File: src/rtl/nf10_mac_learning_lookup.sv
// Destination lookup stage: learns {source MAC -> source port} from first beats and
// writes the one-hot dst_port field of tuser, one-beat registered pipeline at full rate.
module nf10_mac_learning_lookup #(
   parameter int unsigned C_M_AXIS_DATA_WIDTH  = 256,
   parameter int unsigned C_S_AXIS_DATA_WIDTH  = 256,
   parameter int unsigned C_M_AXIS_TUSER_WIDTH = 128,
   parameter int unsigned C_S_AXIS_TUSER_WIDTH = 128,
   parameter int unsigned C_NUM_ENTRIES        = 4
) (
   input  logic                                 axi_aclk,
   input  logic                                 axi_reset,
   input  logic [C_S_AXIS_DATA_WIDTH-1:0]       s_axis_tdata,
   input  logic [C_S_AXIS_DATA_WIDTH/8-1:0]     s_axis_tstrb,
   input  logic [C_S_AXIS_TUSER_WIDTH-1:0]      s_axis_tuser,
   input  logic                                 s_axis_tvalid,
   output logic                                 s_axis_tready,
   input  logic                                 s_axis_tlast,
   output logic [C_M_AXIS_DATA_WIDTH-1:0]       m_axis_tdata,
   output logic [C_M_AXIS_DATA_WIDTH/8-1:0]     m_axis_tstrb,
   output logic [C_M_AXIS_TUSER_WIDTH-1:0]      m_axis_tuser,
   output logic                                 m_axis_tvalid,
   input  logic                                 m_axis_tready,
   output logic                                 m_axis_tlast
);

   localparam int unsigned MAC_W  = 48;
   localparam int unsigned PORT_W = 8;
   localparam int unsigned IDX_W  = (C_NUM_ENTRIES > 1) ? $clog2(C_NUM_ENTRIES) : 1;
   localparam logic [IDX_W-1:0]  LAST_IDX  = IDX_W'(C_NUM_ENTRIES - 1);
   localparam logic [PORT_W-1:0] PHYS_MASK = 8'h55;

   typedef enum logic [0:0] {WAIT_SOP, IN_PKT} state_t;

   state_t state_q, state_d;
   logic   first_beat;
   logic   accept;

   logic [C_NUM_ENTRIES-1:0] tbl_valid_q;
   logic [MAC_W-1:0]         tbl_mac_q  [C_NUM_ENTRIES];
   logic [PORT_W-1:0]        tbl_port_q [C_NUM_ENTRIES];
   logic [IDX_W-1:0]         ptr_q;

   logic [MAC_W-1:0]  da, sa;
   logic [PORT_W-1:0] src_port;
   logic              da_hit, sa_hit;
   logic [PORT_W-1:0] da_port;
   logic [IDX_W-1:0]  sa_idx;
   logic [PORT_W-1:0] dst_port;
   logic              learn_en;
   logic [C_S_AXIS_TUSER_WIDTH-1:0] tuser_mod;

   assign s_axis_tready = ~axi_reset & (~m_axis_tvalid | m_axis_tready);
   assign accept        = s_axis_tvalid & s_axis_tready;

   assign da       = s_axis_tdata[MAC_W-1:0];
   assign sa       = s_axis_tdata[2*MAC_W-1:MAC_W];
   assign src_port = s_axis_tuser[23:16];

   // Packet framing state register
   always_ff @(posedge axi_aclk) begin
      if (axi_reset) state_q <= WAIT_SOP;
      else           state_q <= state_d;
   end

   always_comb begin
      state_d    = state_q;
      first_beat = 1'b0;
      case (state_q)
         WAIT_SOP: begin
            first_beat = 1'b1;
            if (accept && !s_axis_tlast) state_d = IN_PKT;
         end
         IN_PKT: begin
            if (accept && s_axis_tlast) state_d = WAIT_SOP;
         end
         default: state_d = WAIT_SOP;
      endcase
   end

   // CAM search for DA and SA against the table as it stood before this edge
   always_comb begin
      da_hit  = 1'b0;
      da_port = '0;
      sa_hit  = 1'b0;
      sa_idx  = '0;
      for (int i = 0; i < C_NUM_ENTRIES; i++) begin
         if (tbl_valid_q[i] && (tbl_mac_q[i] == da)) begin
            da_hit  = 1'b1;
            da_port = tbl_port_q[i];
         end
         if (tbl_valid_q[i] && (tbl_mac_q[i] == sa)) begin
            sa_hit = 1'b1;
            sa_idx = IDX_W'(i);
         end
      end
   end

   always_comb begin
      dst_port = PHYS_MASK & ~src_port;
      if (!da[0] && da_hit) begin
         if (da_port == src_port) dst_port = '0;
         else                     dst_port = da_port;
      end
   end

   always_comb begin
      tuser_mod = s_axis_tuser;
      if (first_beat) tuser_mod[31:24] = dst_port;
   end

   // Multicast sources and the null port are never learned
   assign learn_en = accept & first_beat & ~sa[0] & (src_port != '0);

   always_ff @(posedge axi_aclk) begin
      if (axi_reset) begin
         tbl_valid_q <= '0;
         ptr_q       <= '0;
      end else if (learn_en && !sa_hit) begin
         tbl_valid_q[ptr_q] <= 1'b1;
         ptr_q              <= (ptr_q == LAST_IDX) ? '0 : ptr_q + IDX_W'(1);
      end
   end

   // Table payload needs no reset; entries are qualified by tbl_valid_q
   always_ff @(posedge axi_aclk) begin
      if (learn_en) begin
         if (sa_hit) begin
            tbl_port_q[sa_idx] <= src_port;
         end else begin
            tbl_mac_q[ptr_q]  <= sa;
            tbl_port_q[ptr_q] <= src_port;
         end
      end
   end

   // Output register stage
   always_ff @(posedge axi_aclk) begin
      if (axi_reset) begin
         m_axis_tvalid <= 1'b0;
         m_axis_tdata  <= '0;
         m_axis_tstrb  <= '0;
         m_axis_tuser  <= '0;
         m_axis_tlast  <= 1'b0;
      end else if (accept) begin
         m_axis_tvalid <= 1'b1;
         m_axis_tdata  <= C_M_AXIS_DATA_WIDTH'(s_axis_tdata);
         m_axis_tstrb  <= (C_M_AXIS_DATA_WIDTH/8)'(s_axis_tstrb);
         m_axis_tuser  <= C_M_AXIS_TUSER_WIDTH'(tuser_mod);
         m_axis_tlast  <= s_axis_tlast;
      end else if (m_axis_tready) begin
         m_axis_tvalid <= 1'b0;
      end
   end

endmodule
File: config.mk
export PLATFORM = sky130hd
export DESIGN_NAME = nf10_mac_learning_lookup
export DESIGN_NICKNAME = d
export VERILOG_FILES = /design/src/rtl/nf10_mac_learning_lookup.sv
export SDC_FILE = /design/constraint.sdc
export NUM_CORES = 1
export LEC_CHECK = 0
export BUFFER_PORTS_ARGS = -buffer_cell sky130_fd_sc_hd__buf_4
export CELL_PAD_IN_SITES_DETAIL_PLACEMENT = 0
export CELL_PAD_IN_SITES_GLOBAL_PLACEMENT = 2
export CORE_AREA = 2 2 330 332
export CTS_CLUSTER_DIAMETER = 30
export DETAILED_ROUTE_END_ITERATION = 16
export DIE_AREA = 0 0 332 334
export GPL_TIMING_DRIVEN = 0
export PLACE_DENSITY_LB_ADDON = 0.1
export SETUP_SLACK_MARGIN = 0.05
export SYNTH_ARGS = -nofsm -noshare
export SYNTH_HDL_FRONTEND = slang
export SYNTH_SLANG_ARGS = --single-unit
File: constraint.sdc
create_clock -name axi_aclk -period 5.1 [get_ports axi_aclk]
set_input_delay 0.51 -clock axi_aclk [delete_from_list [all_inputs] [get_ports axi_aclk]]
set_output_delay 0.51 -clock axi_aclk [all_outputs]
set_load 0.01 [all_outputs]
==> impl_metrics.yaml, run 1 <==
clock_network:
  clockBufferDepth: 3
  cts_buffers: 205
  clk_pin_slew_ns: 0.04
  cts_tree: "done"
  cts_sinks: 649
  cts-root-buf: "clkbuf_16"
  cts_setup_buffers: 0
  htreeDepth: 4
  clk_latency_ns: 0.79
yosys:
  synth_cell_types: 60
  syn_inst: 2855
  synth.yosys.warnings: 0
  netlist_area_um2: 26800
  ys_ff_latch: 649
  syn_area_per_cell_um2: 9.38
  syn_nets: 3280
  synth_ff_type: "dfxtp_1"
  synthArstFlopShare_pct: 0
  seq_area_frac_synth_pct: 56.9
  synth_edf_count: 224
timing:
  rsz0062_at_grt: "false"
  fmax_mhz: 209
  timing.hold.ws_ns: 0.0569
  fin_crit_sh_pct: 93.8
  fin_crit_ns: 4.78
  finalSetupViolCount: 0
  tightest_slew_ns: 1.30
  hold_violations: 0
  maxSlewViolCount: 0
  skew_ns: 0.0534
  relSlewSlack_pct: 12.6
cells_and_area:
  stdcell_area_um2: 45400
  area_growth_pct: 69.4
  final_util_pct: 42.1
  fillers: 10900
  instances_no_fill: 5829
  final_layout_size_suffix_gt1_share_pct: 26.1
  num-nets-final: 4656
die:
  die_area_um2: 111000
  row_count: 121
  start_util_pct: 24.8
  core_um2: 108000
  fp.dieW_um: 332
  num_io_pins: 840
  fp.dieH_um: 334
global_routing:
  grt_max_degree: 50
  grt_overflow: 0
  grt_usage_pct: 23.5
  grt_pass1_wl_um: 189000
  antenna_found_initial: 16
  first_global_vias: 26700
worst_setup_path:
  r2r_slack_ns: 0.32
  start_kind: "flop"
  worst_ep_arrival_time_ns: 5.41
  endpoint_kind: "flop"
  r2r_end: "m_axis_tuser[29]"
  cp.required_ns: 5.73
  slowest_stage: "o41ai_1"
  crit_top_cell: "nand4_1"
  crit_type: "flop to flop"
  ff2ff_path_depth: 12
  path_cells: "xnor2_1 -> nand4_1 -> nor4_1 -> nand3_1 -> clkbuf_1 -> o41ai_1 -> a311o_1 -> nand4_1 -> or4_1 -> buf_2 -> o2111ai_1 -> a21oi_1"
  crit_path_end: "m_axis_tuser[29]"
  cp-startpoint: "tbl_mac_q[2][18]"
  reg2reg_from: "tbl_mac_q[2][18]"
  cp_max_fo: 10
  cpPeakStageDelay_ns: 0.69
place:
  gp_congestion: 0.901
  port_buffers: 803
  dp_cells: 5072
  dpl_cell_area_um2: 34600
  hpwl_um: 103000
pwr:
  ir_drop_v: 0.000270
  p_leak_nw: 19.8
  power.density_nw_per_um2: 452
flow_run:
  maxCapViolCount: 0
drt:
  wl_um: 135000
  vias: 26300
  drc: 0
  dr.pass1.iters: 7
  wl_per_cell_um: 23.1
  drt-initial-drc-count: 1808
  ant_nets: 0
  vias_per_cell: 4.51
hold_path:
  worstHoldPathCells: 1
  hold_path.class: "input port to flop"
outcome:
  outcome: "finished, final reports clean"
-- routing by layer --
layer | GRT usage, % | up-vias | share of wire, %
li1 | - | 12500 | -
met1 | 28.6 | 12400 | 41
met2 | 37.4 | 1133 | 46
met3 | 9.07 | 231 | 9.5
met4 | 9.11 | 12 | 3.2
met5 | 0 | - | 0.063
-- cells in the final DEF, fill, tap and decap left out, types with 5 or more instances in the layout --
cell,instances
buf_4,803
nand2_1,789
dfxtp_1,425
nand3_1,419
dlygate4sd3_1,366
clkbuf_1,249
xnor2_1,228
edfxtp_1,224
clkbuf_16,211
xor2_1,108
nand4_1,68
inv_1,57
nor4_1,44
clkinv_2,40
o21ai_0,35
nor2_1,33
clkbuf_8,31
a21oi_1,24
bufinv_16,20
nor3_1,19
nor2b_1,17
o22ai_1,15
buf_1,13
nand2b_1,11
clkinvlp_4,11
a31oi_1,10
clkinv_1,9
o2111ai_1,8
diode_2,7
or3_1,6
mux2i_1,6
o221ai_1,5
a221oi_1,5
a221o_1,5
o21a_1,5
-- synthesized netlist by cell type (2+ instances only) --
| cell | instances | area [µm²] |
|---|---|---|
| a2111o_1 | 4 | 45.0 |
| a2111oi_0 | 4 | 35.0 |
| a211o_1 | 2 | 17.5 |
| a211oi_1 | 2 | 15.0 |
| a21oi_1 | 24 | 120 |
| a221o_1 | 5 | 50.1 |
| a221oi_1 | 5 | 43.8 |
| a222oi_1 | 2 | 20.0 |
| a22o_1 | 2 | 17.5 |
| a22oi_1 | 3 | 22.5 |
| a311oi_1 | 4 | 35.0 |
| a31oi_1 | 10 | 62.6 |
| and2_1 | 7 | 43.8 |
| and3_1 | 3 | 18.8 |
| buf_1 | 13 | 48.8 |
| buf_2 | 2 | 10.0 |
| buf_6 | 3 | 33.8 |
| clkbuf_1 | 206 | 773 |
| dfxtp_1 | 425 | 8510 |
| edfxtp_1 | 224 | 6730 |
| ha_1 | 4 | 50.1 |
| inv_1 | 57 | 214 |
| mux2i_1 | 6 | 60.1 |
| nand2_1 | 789 | 2960 |
| nand2b_1 | 11 | 68.8 |
| nand3_1 | 419 | 2100 |
| nand4_1 | 68 | 425 |
| nand4b_1 | 2 | 17.5 |
| nor2_1 | 33 | 124 |
| nor2b_1 | 17 | 106 |
| nor3_1 | 19 | 95.1 |
| nor4_1 | 45 | 282 |
| o2111ai_1 | 8 | 70.1 |
| o211ai_1 | 4 | 30.0 |
| o21a_1 | 5 | 37.5 |
| o21ai_0 | 35 | 175 |
| o221ai_1 | 5 | 43.8 |
| o22ai_1 | 15 | 93.8 |
| or2_2 | 2 | 12.5 |
| or3_1 | 6 | 37.5 |
| or4_1 | 2 | 15.0 |
| xnor2_1 | 228 | 2000 |
| xor2_1 | 108 | 946 |
-- cells by family after synthesis --
kind of cell               count (synthesis)  share of synthesized area [%]
buffers and inverters                    282                           4.05
and+or+nand+nor                         1428                           23.8
xor gates and xnor gates                 336                           11.0
DFF                                      649                           56.9
muxes                                      6                          0.224
adders and majority gates                  4                          0.187
AOI/OAI and AO/OA                        150                           3.86
-- power by group --
| part | switching [mW] | leakage, nW | internal, mW | total (mW) |
|---|---|---|---|---|
| combinational | 1.07 | 10.8 | 0.905 | 1.97 |
| clock | 3.79 | 3.46 | 8.96 | 12.7 |
| sequential | 0.149 | 5.53 | 5.64 | 5.79 |
| total | 5.01 | 19.8 | 15.5 | 20.5 |
-- repair_timing --
| item | CTS | global route |
|---|---|---|
| setup endpoints to repair | 0 | 8 |
| hold endpoints to repair | 526 | 0 |
| resized for setup | 0 | 2 |
| hold buffers | 366 | 0 |
-- registers in the layout (all words and copies together), names as in the netlist, named ones only --
register	flops
m_axis_tuser	128
m_axis_tstrb	32
tbl_valid_q	4
m_axis_tdata	256
ptr_q	2
m_axis_tvalid	1
m_axis_tlast	1
tbl_mac_q	192
tbl_port_q	32
-- area by class of cell --
cell class / count / area [µm²] / share of cell area [%]
sequential: 649 / 15200 / 33.6
tap: 1414 / 1770 / 3.90
inverter: 58 / 218 / 0.480
antenna: 7 / 17.5 / 0.0386
buffer: 224 / 867 / 1.91
clock inverter: 98 / 1210 / 2.68
multi-input combinational: 1924 / 10500 / 23.1
clock buffer: 286 / 5870 / 12.9
timing repair buffer: 1169 / 9690 / 21.4
-- through the flow --
step                      setup WS, ns  setup TNS, ns  power [mW]
after floorplan                   1.38              0        6.51
after CTS                        0.137              0        20.7
after detailed placement        -0.202          -1.19        7.61
final                            0.317              0        20.5
after global routing            0.0686              0        21.2
after global placement          -0.610        -110.88        7.62
-- worst min-delay path by stage --
stage | start | to | slack, ns
global placement | m_axis_tuser[101] | m_axis_tuser[101] | 0.44
finish | s_axis_tdata[76] | tbl_mac_q[0][28] | 0.06
detailed placement | m_axis_tuser[9] | m_axis_tuser[9] | 0.45
CTS | s_axis_tuser[22] | tbl_port_q[3][6] | 0.008
global route | s_axis_tdata[76] | tbl_mac_q[0][28] | 0.02
floorplan | tbl_valid_q[0] | tbl_valid_q[0] | 0.45
-- worst max-delay path: cells and delay by family, from the launching register on --
kind                      cells  cell delay, ns
DFF                           1            0.42
and+or+nand+nor               5            1.61
buffers and inverters         2            0.58
AOI/OAI and AO/OA             4            1.36
xor gates and xnor gates      1            0.65
No activity file was read; power rests on OpenSTA's default activity.
==> run 2: changes to the inputs <==
--- a/config.mk
+++ b/config.mk
@@ -13,7 +13,7 @@
 export DETAILED_ROUTE_END_ITERATION = 16
 export DIE_AREA = 0 0 332 334
 export GPL_TIMING_DRIVEN = 0
-export PLACE_DENSITY_LB_ADDON = 0.1
+export PLACE_DENSITY = 0.65
 export SETUP_SLACK_MARGIN = 0.05
 export SYNTH_ARGS = -nofsm -noshare
 export SYNTH_HDL_FRONTEND = slang
==> impl_metrics.yaml, run 2 (synthesis results as in run 1) <==
outcome:
  outcome: "finished, final reports clean"
die:
  row_count: 121
  fp.dieH_um: 334
  fp.dieW_um: 332
  core_um2: 108000
  start_util_pct: 24.8
  num_io_pins: 840
  die_area_um2: 111000
cells_and_area:
  fillers: 10900
  top_regs: "m_axis_tdata x256, tbl_mac_q x192, m_axis_tuser x128"
  mostFrequentLayoutCells: "803 x buf_4, 789 x nand2_1, 425 x dfxtp_1"
  largest_register_ffs: 256
  top_register: "m_axis_tdata"
  final_common_cell: "buf_4"
  area_growth_pct: 67.5
  final_layout_size_suffix_gt1_share_pct: 26.0
  num-nets-final: 4630
global_routing:
  first_global_vias: 27000
  grt_usage_pct: 24.0
  grt_overflow: 0
  grt_pass1_wl_um: 193000
  antenna_found_initial: 16
  grt_max_degree: 50
hold_path:
  hp-start: "s_axis_tuser[27]"
  hold_path.class: "input port to flop"
  worstHoldPathCells: 3
  min_to: "m_axis_tuser[27]"
timing:
  fin_crit_ns: 4.79
  hold_violations: 0
  relSlewSlack_pct: 15.3
  fin_crit_sh_pct: 94.0
  setup_tns_ns: 0
  fmax_mhz: 209
  rsz0062_at_grt: "false"
  finalSetupViolCount: 0
  tightest_slew_ns: 1.27
  fin_ws_ns: 0.306
  skew_ns: 0.0202
  maxSlewViolCount: 0
clock_network:
  cts_buffers: 190
  clockBufferDepth: 3
  cts_sinks: 649
  htreeDepth: 4
  cts_tree: "done"
  cts-root-buf: "clkbuf_16"
  clk_latency_ns: 0.76
  clk_pin_slew_ns: 0.05
pwr:
  power.density_nw_per_um2: 444
  p_comb_share_pct: 10.0
  switching_share_pct: 24.1
  p_leak_nw: 19.6
  pwr-share-seq_pct: 29.1
  power.internal_mw: 15.1
  switchingPower_mw: 4.80
  p_clk_share_pct: 60.9
  ir_drop_v: 0.000250
worst_setup_path:
  ff2ff_path_depth: 11
  endpoint_kind: "flop"
  r2r_end: "m_axis_tuser[29]"
  reg2reg_from: "tbl_mac_q[0][31]"
  start_kind: "flop"
  r2r_slack_ns: 0.31
  crit_type: "flop to flop"
  worst_ep_arrival_time_ns: 5.41
  cp_max_fo: 8
  cp.required_ns: 5.72
place:
  place_ws_ns: -0.217
  hpwl_um: 107000
  gp_congestion: 0.955
  port_buffers: 803
flow_run:
  maxCapViolCount: 0
drt:
  wl_um: 138000
  vias_per_cell: 4.58
  drt-met1-wl_um: 56600
  wl_per_cell_um: 23.8
  met2_length_um: 66100
  vias: 26500
  met3_wirelength_um: 10300
  highest_layer: "met5"
  ant_nets: 0
  drc: 0
  dr.pass1.iters: 5
  drt-initial-drc-count: 2178
run 2: per-layer routing:
layer / up-vias / track usage (%)
li1: 12400 / -
met1: 12800 / 29.7
met2: 1086 / 40.1
met3: 242 / 6.17
met4: 12 / 9.07
met5: - / 0
run 2: power by group through the flow:
stage | registers [mW] | clock network (mW) | logic, mW
2_1_floorplan | 5.96 | 0 | 0.553
3_3_place_gp | 5.87 | 0 | 1.76
3_5_place_dp | 5.87 | 0 | 1.76
4_1_cts | 5.79 | 12.3 | 2.01
5_1_grt | 5.82 | 12.6 | 2.12
6_report | 5.79 | 12.1 | 1.99
run 2: cell type report:
| type | count | area (µm²) | area share (%) |
|---|---|---|---|
| clock buffers | 267 | 5650 | 12.6 |
| multi-input cells | 1924 | 10500 | 23.4 |
| flip-flops and latches | 649 | 15200 | 34.0 |
| repair buffers | 1158 | 9580 | 21.4 |
| clock inverters | 85 | 1030 | 2.30 |
| well taps | 1414 | 1770 | 3.95 |
| diodes | 6 | 15.0 | 0.0335 |
| inverters | 58 | 218 | 0.486 |
| plain buffers | 224 | 866 | 1.93 |
run 2: critical path, cell delays in order, from the launching register on:
cell,delay [ns]
edfxtp_1,0.50
xnor2_1,0.42
nand4_1,0.18
nor4_1,0.90
nand4_1,0.33
nor2_1,0.64
a31oi_1,0.29
a221o_1,0.40
a22o_1,0.23
nand3b_2,0.30
o2111ai_1,0.34
a21oi_1,0.11
run 2: worst max-delay path by stage:
stage	from	end	slack [ns]	cells past startpoint
after floorplan	s_axis_tdata[16]	m_axis_tuser[30]	1.38	15
after global placement	s_axis_tdata[74]	tbl_mac_q[3][26]	-0.47	10
after detailed placement	s_axis_tdata[14]	m_axis_tuser[29]	-0.22	14
after CTS	tbl_mac_q[3][14]	m_axis_tuser[29]	0.20	13
after global routing	tbl_mac_q[0][31]	m_axis_tuser[29]	0.18	11
final	tbl_mac_q[0][31]	m_axis_tuser[29]	0.31	11
run 2: through the flow:
step | utilization, % | cell area, µm² | power (mW) | instances | hold slack (ns)
after floorplan | - | 26800 | 6.51 | 2855 | 0.450
after global routing | 41.6 | 44800 | 20.5 | 5782 | 0.0303
after CTS | 41.6 | 44800 | 20.1 | 5779 | 0.00670
after global placement | 32.1 | 34600 | 7.63 | 5072 | 0.442
after detailed placement | 32.1 | 34600 | 7.63 | 5072 | 0.445
final | 41.6 | 44800 | 19.9 | 5785 | 0.0598
run 2: repair_timing:
action | in CTS | in global routing
setup buffers | 0 | 0
endpoints found under the setup margin | 0 | 2
resized for setup | 0 | 1
endpoints found under the hold margin | 483 | 0
hold buffers | 355 | 0
==> run 3: changes to the inputs <==
--- a/config.mk
+++ b/config.mk
@@ -8,12 +8,12 @@
 export BUFFER_PORTS_ARGS = -buffer_cell sky130_fd_sc_hd__buf_4
 export CELL_PAD_IN_SITES_DETAIL_PLACEMENT = 0
 export CELL_PAD_IN_SITES_GLOBAL_PLACEMENT = 2
-export CORE_AREA = 2 2 330 332
+export CORE_AREA = 3 3 321 323
 export CTS_CLUSTER_DIAMETER = 30
 export DETAILED_ROUTE_END_ITERATION = 16
-export DIE_AREA = 0 0 332 334
+export DIE_AREA = 0 0 324 326
 export GPL_TIMING_DRIVEN = 0
-export PLACE_DENSITY = 0.65
+export PLACE_DENSITY = 0.69
 export SETUP_SLACK_MARGIN = 0.05
 export SYNTH_ARGS = -nofsm -noshare
 export SYNTH_HDL_FRONTEND = slang
==> constraint.sdc (replaced) <==
create_clock -name axi_aclk -period 4.6 [get_ports axi_aclk]
set_input_delay 0.46 -clock axi_aclk [delete_from_list [all_inputs] [get_ports axi_aclk]]
set_output_delay 0.46 -clock axi_aclk [all_outputs]
set_load 0.01 [all_outputs]
==> impl_metrics.yaml, run 3 (synthesis results as in run 1) <==
worst_setup_path:
  cpPeakStageDelay_ns: 0.60
  ff2ff_path_depth: 12
  slowest_stage: "nor2_1"
  worst_ep_arrival_time_ns: 5.04
  endpoint_kind: "flop"
  crit_type: "flop to flop"
  cp_max_fo: 8
  cp.required_ns: 5.22
  path_cells: "xnor2_1 -> nand4_1 -> nor4_2 -> nand4_1 -> nor2_1 -> a31oi_1 -> nand3_1 -> nand4_1 -> or4_1 -> buf_2 -> o2111ai_1 -> a21oi_1"
  start_kind: "flop"
  crit_top_cell: "nand4_1"
hold_path:
  hold_path.class: "input port to flop"
  worstHoldPathCells: 3
cells_and_area:
  seqCellArea_um2: 15200
  instances_no_fill: 5671
  mostFrequentLayoutCells: "803 x buf_4, 789 x nand2_1, 425 x dfxtp_1"
  top_register: "m_axis_tdata"
  final_layout_size_suffix_gt1_share_pct: 26.0
  area_growth_pct: 66.9
  largest_register_ffs: 256
  fillers: 9866
  multi_input_area_um2: 10500
  top_regs: "m_axis_tdata x256, tbl_mac_q x192, m_axis_tuser x128"
  final_common_cell: "buf_4"
  num-nets-final: 4636
timing:
  fin_ws_ns: 0.185
  relSlewSlack_pct: 11.3
  hold_violations: 0
  skew_ns: 0.0533
  maxSlewViolCount: 0
  fin_crit_ns: 4.42
  tightest_slew_ns: 1.33
  rsz0062_at_grt: "false"
  finalSetupViolCount: 0
  fin_crit_sh_pct: 96.0
  fmax_mhz: 226
place:
  port_buffers: 803
  hpwl_um: 106000
  gp_congestion: 0.931
  place_ws_ns: -0.560
  dp_cells: 4958
global_routing:
  grt_max_degree: 50
  grt_overflow: 0
  first_global_vias: 26800
  grt_usage_pct: 25.0
  antenna_found_initial: 18
  grt_pass1_wl_um: 191000
clock_network:
  cts_tree: "done"
  clockBufferDepth: 3
  htreeDepth: 4
  clk_pin_slew_ns: 0.05
  cts_setup_buffers: 0
  cts_sinks: 649
  cts_buffers: 181
  clk_latency_ns: 0.77
  cts-root-buf: "clkbuf_16"
flow_run:
  maxCapViolCount: 0
die:
  start_util_pct: 26.7
  die_area_um2: 106000
  row_count: 116
  num_io_pins: 840
  fp.dieH_um: 326
  core_um2: 100000
  fp.dieW_um: 324
pwr:
  pwr-share-seq_pct: 29.4
  switching_share_pct: 24.5
  power.internal_mw: 16.5
  p_comb_share_pct: 10.2
  power_mw: 21.8
  p_leak_nw: 19.5
  p_clk_share_pct: 60.4
  power.density_nw_per_um2: 488
  ir_drop_v: 0.000385
  switchingPower_mw: 5.34
drt:
  wl_per_cell_um: 24.2
  vias: 26700
  wl_um: 137000
  vias_per_cell: 4.70
  ant_nets: 0
  dr.pass1.iters: 6
  drt-initial-drc-count: 2173
  drc: 0
outcome:
  outcome: "finished, final reports clean"
==> run 3: changes by cell type in the layout (fill, tap and decap cells not counted), moves of 7 or more <==
cell,previous run,this run
clkbuf_16,199,185
clkbuf_8,41,28
bufinv_16,19,26
clkinvlp_4,6,13
dlygate4sd3_1,355,368
==> run 3: critical path, delay by kind of cell (launching register included) <==
kind	cells	cell delay, ns
AND/OR/NAND/NOR	7	2.43
AO/OA/AOI/OAI	3	0.71
XOR/XNOR	1	0.47
flip-flops	1	0.45
buffers and inverters	1	0.19
==> run 3: routing by layer <==
| layer | up-vias | part of all wire (%) | track usage [%] |
|---|---|---|---|
| met2 | 1219 | 49 | 42.2 |
| met1 | 12800 | 40 | 30.5 |
| met4 | 4 | 3.2 | 8.89 |
| met5 | - | 0.020 | 0 |
| li1 | 12500 | - | - |
| met3 | 230 | 8.1 | 6.88 |
==> run 3: path summary, 6_finish.rpt <==
| path | startpoint | to | slack [ns] |
|---|---|---|---|
| min | s_axis_tdata[42] | m_axis_tdata[42] | 0.06 |
| min reg2reg | m_axis_tstrb[15] | m_axis_tstrb[15] | 0.45 |
| max reg2reg | tbl_mac_q[0][31] | m_axis_tuser[29] | 0.18 |
| max | tbl_mac_q[0][31] | m_axis_tuser[29] | 0.18 |
==> run 3: final cells by class <==
cell class	count	share of cell area [%]
Sequential cell	649	34.1
Multi-Input combinational cell	1924	23.5
Timing Repair Buffer	1173	21.8
Clock buffer	238	11.4
Tap cell	1298	3.63
Clock inverter	95	3.05
Buffer	224	1.94
Inverter	58	0.487
Antenna cell	12	0.0672
==> run 3: power by group through the flow <==
stage	clock [mW]	combinational [mW]	sequential, mW
after global placement	0	1.95	6.50
after floorplan	0	0.613	6.61
after detailed placement	0	1.94	6.51
after CTS	13.4	2.23	6.42
final	13.2	2.22	6.42
after global routing	13.7	2.36	6.45
==> run 3: per-stage QoR <==
stage | utilization, % | hold WS, ns | cell area, µm² | TNS (ns)
4_1_cts | 44.6 | 0.0200 | 44600 | 0
3_3_place_gp | 34.4 | 0.442 | 34400 | -165.21
2_1_floorplan | - | 0.450 | 26800 | 0
3_5_place_dp | 34.4 | 0.445 | 34500 | -4.60
5_1_grt | 44.6 | 0.0614 | 44700 | 0
6_report | 44.6 | 0.0630 | 44700 | 0
==> run 3: timing repair <==
item | in CTS | in global routing
resized for setup | 3 | 5
hold buffers | 368 | 0
hold endpoints to repair | 531 | 0
setup endpoints to repair | 2 | 25
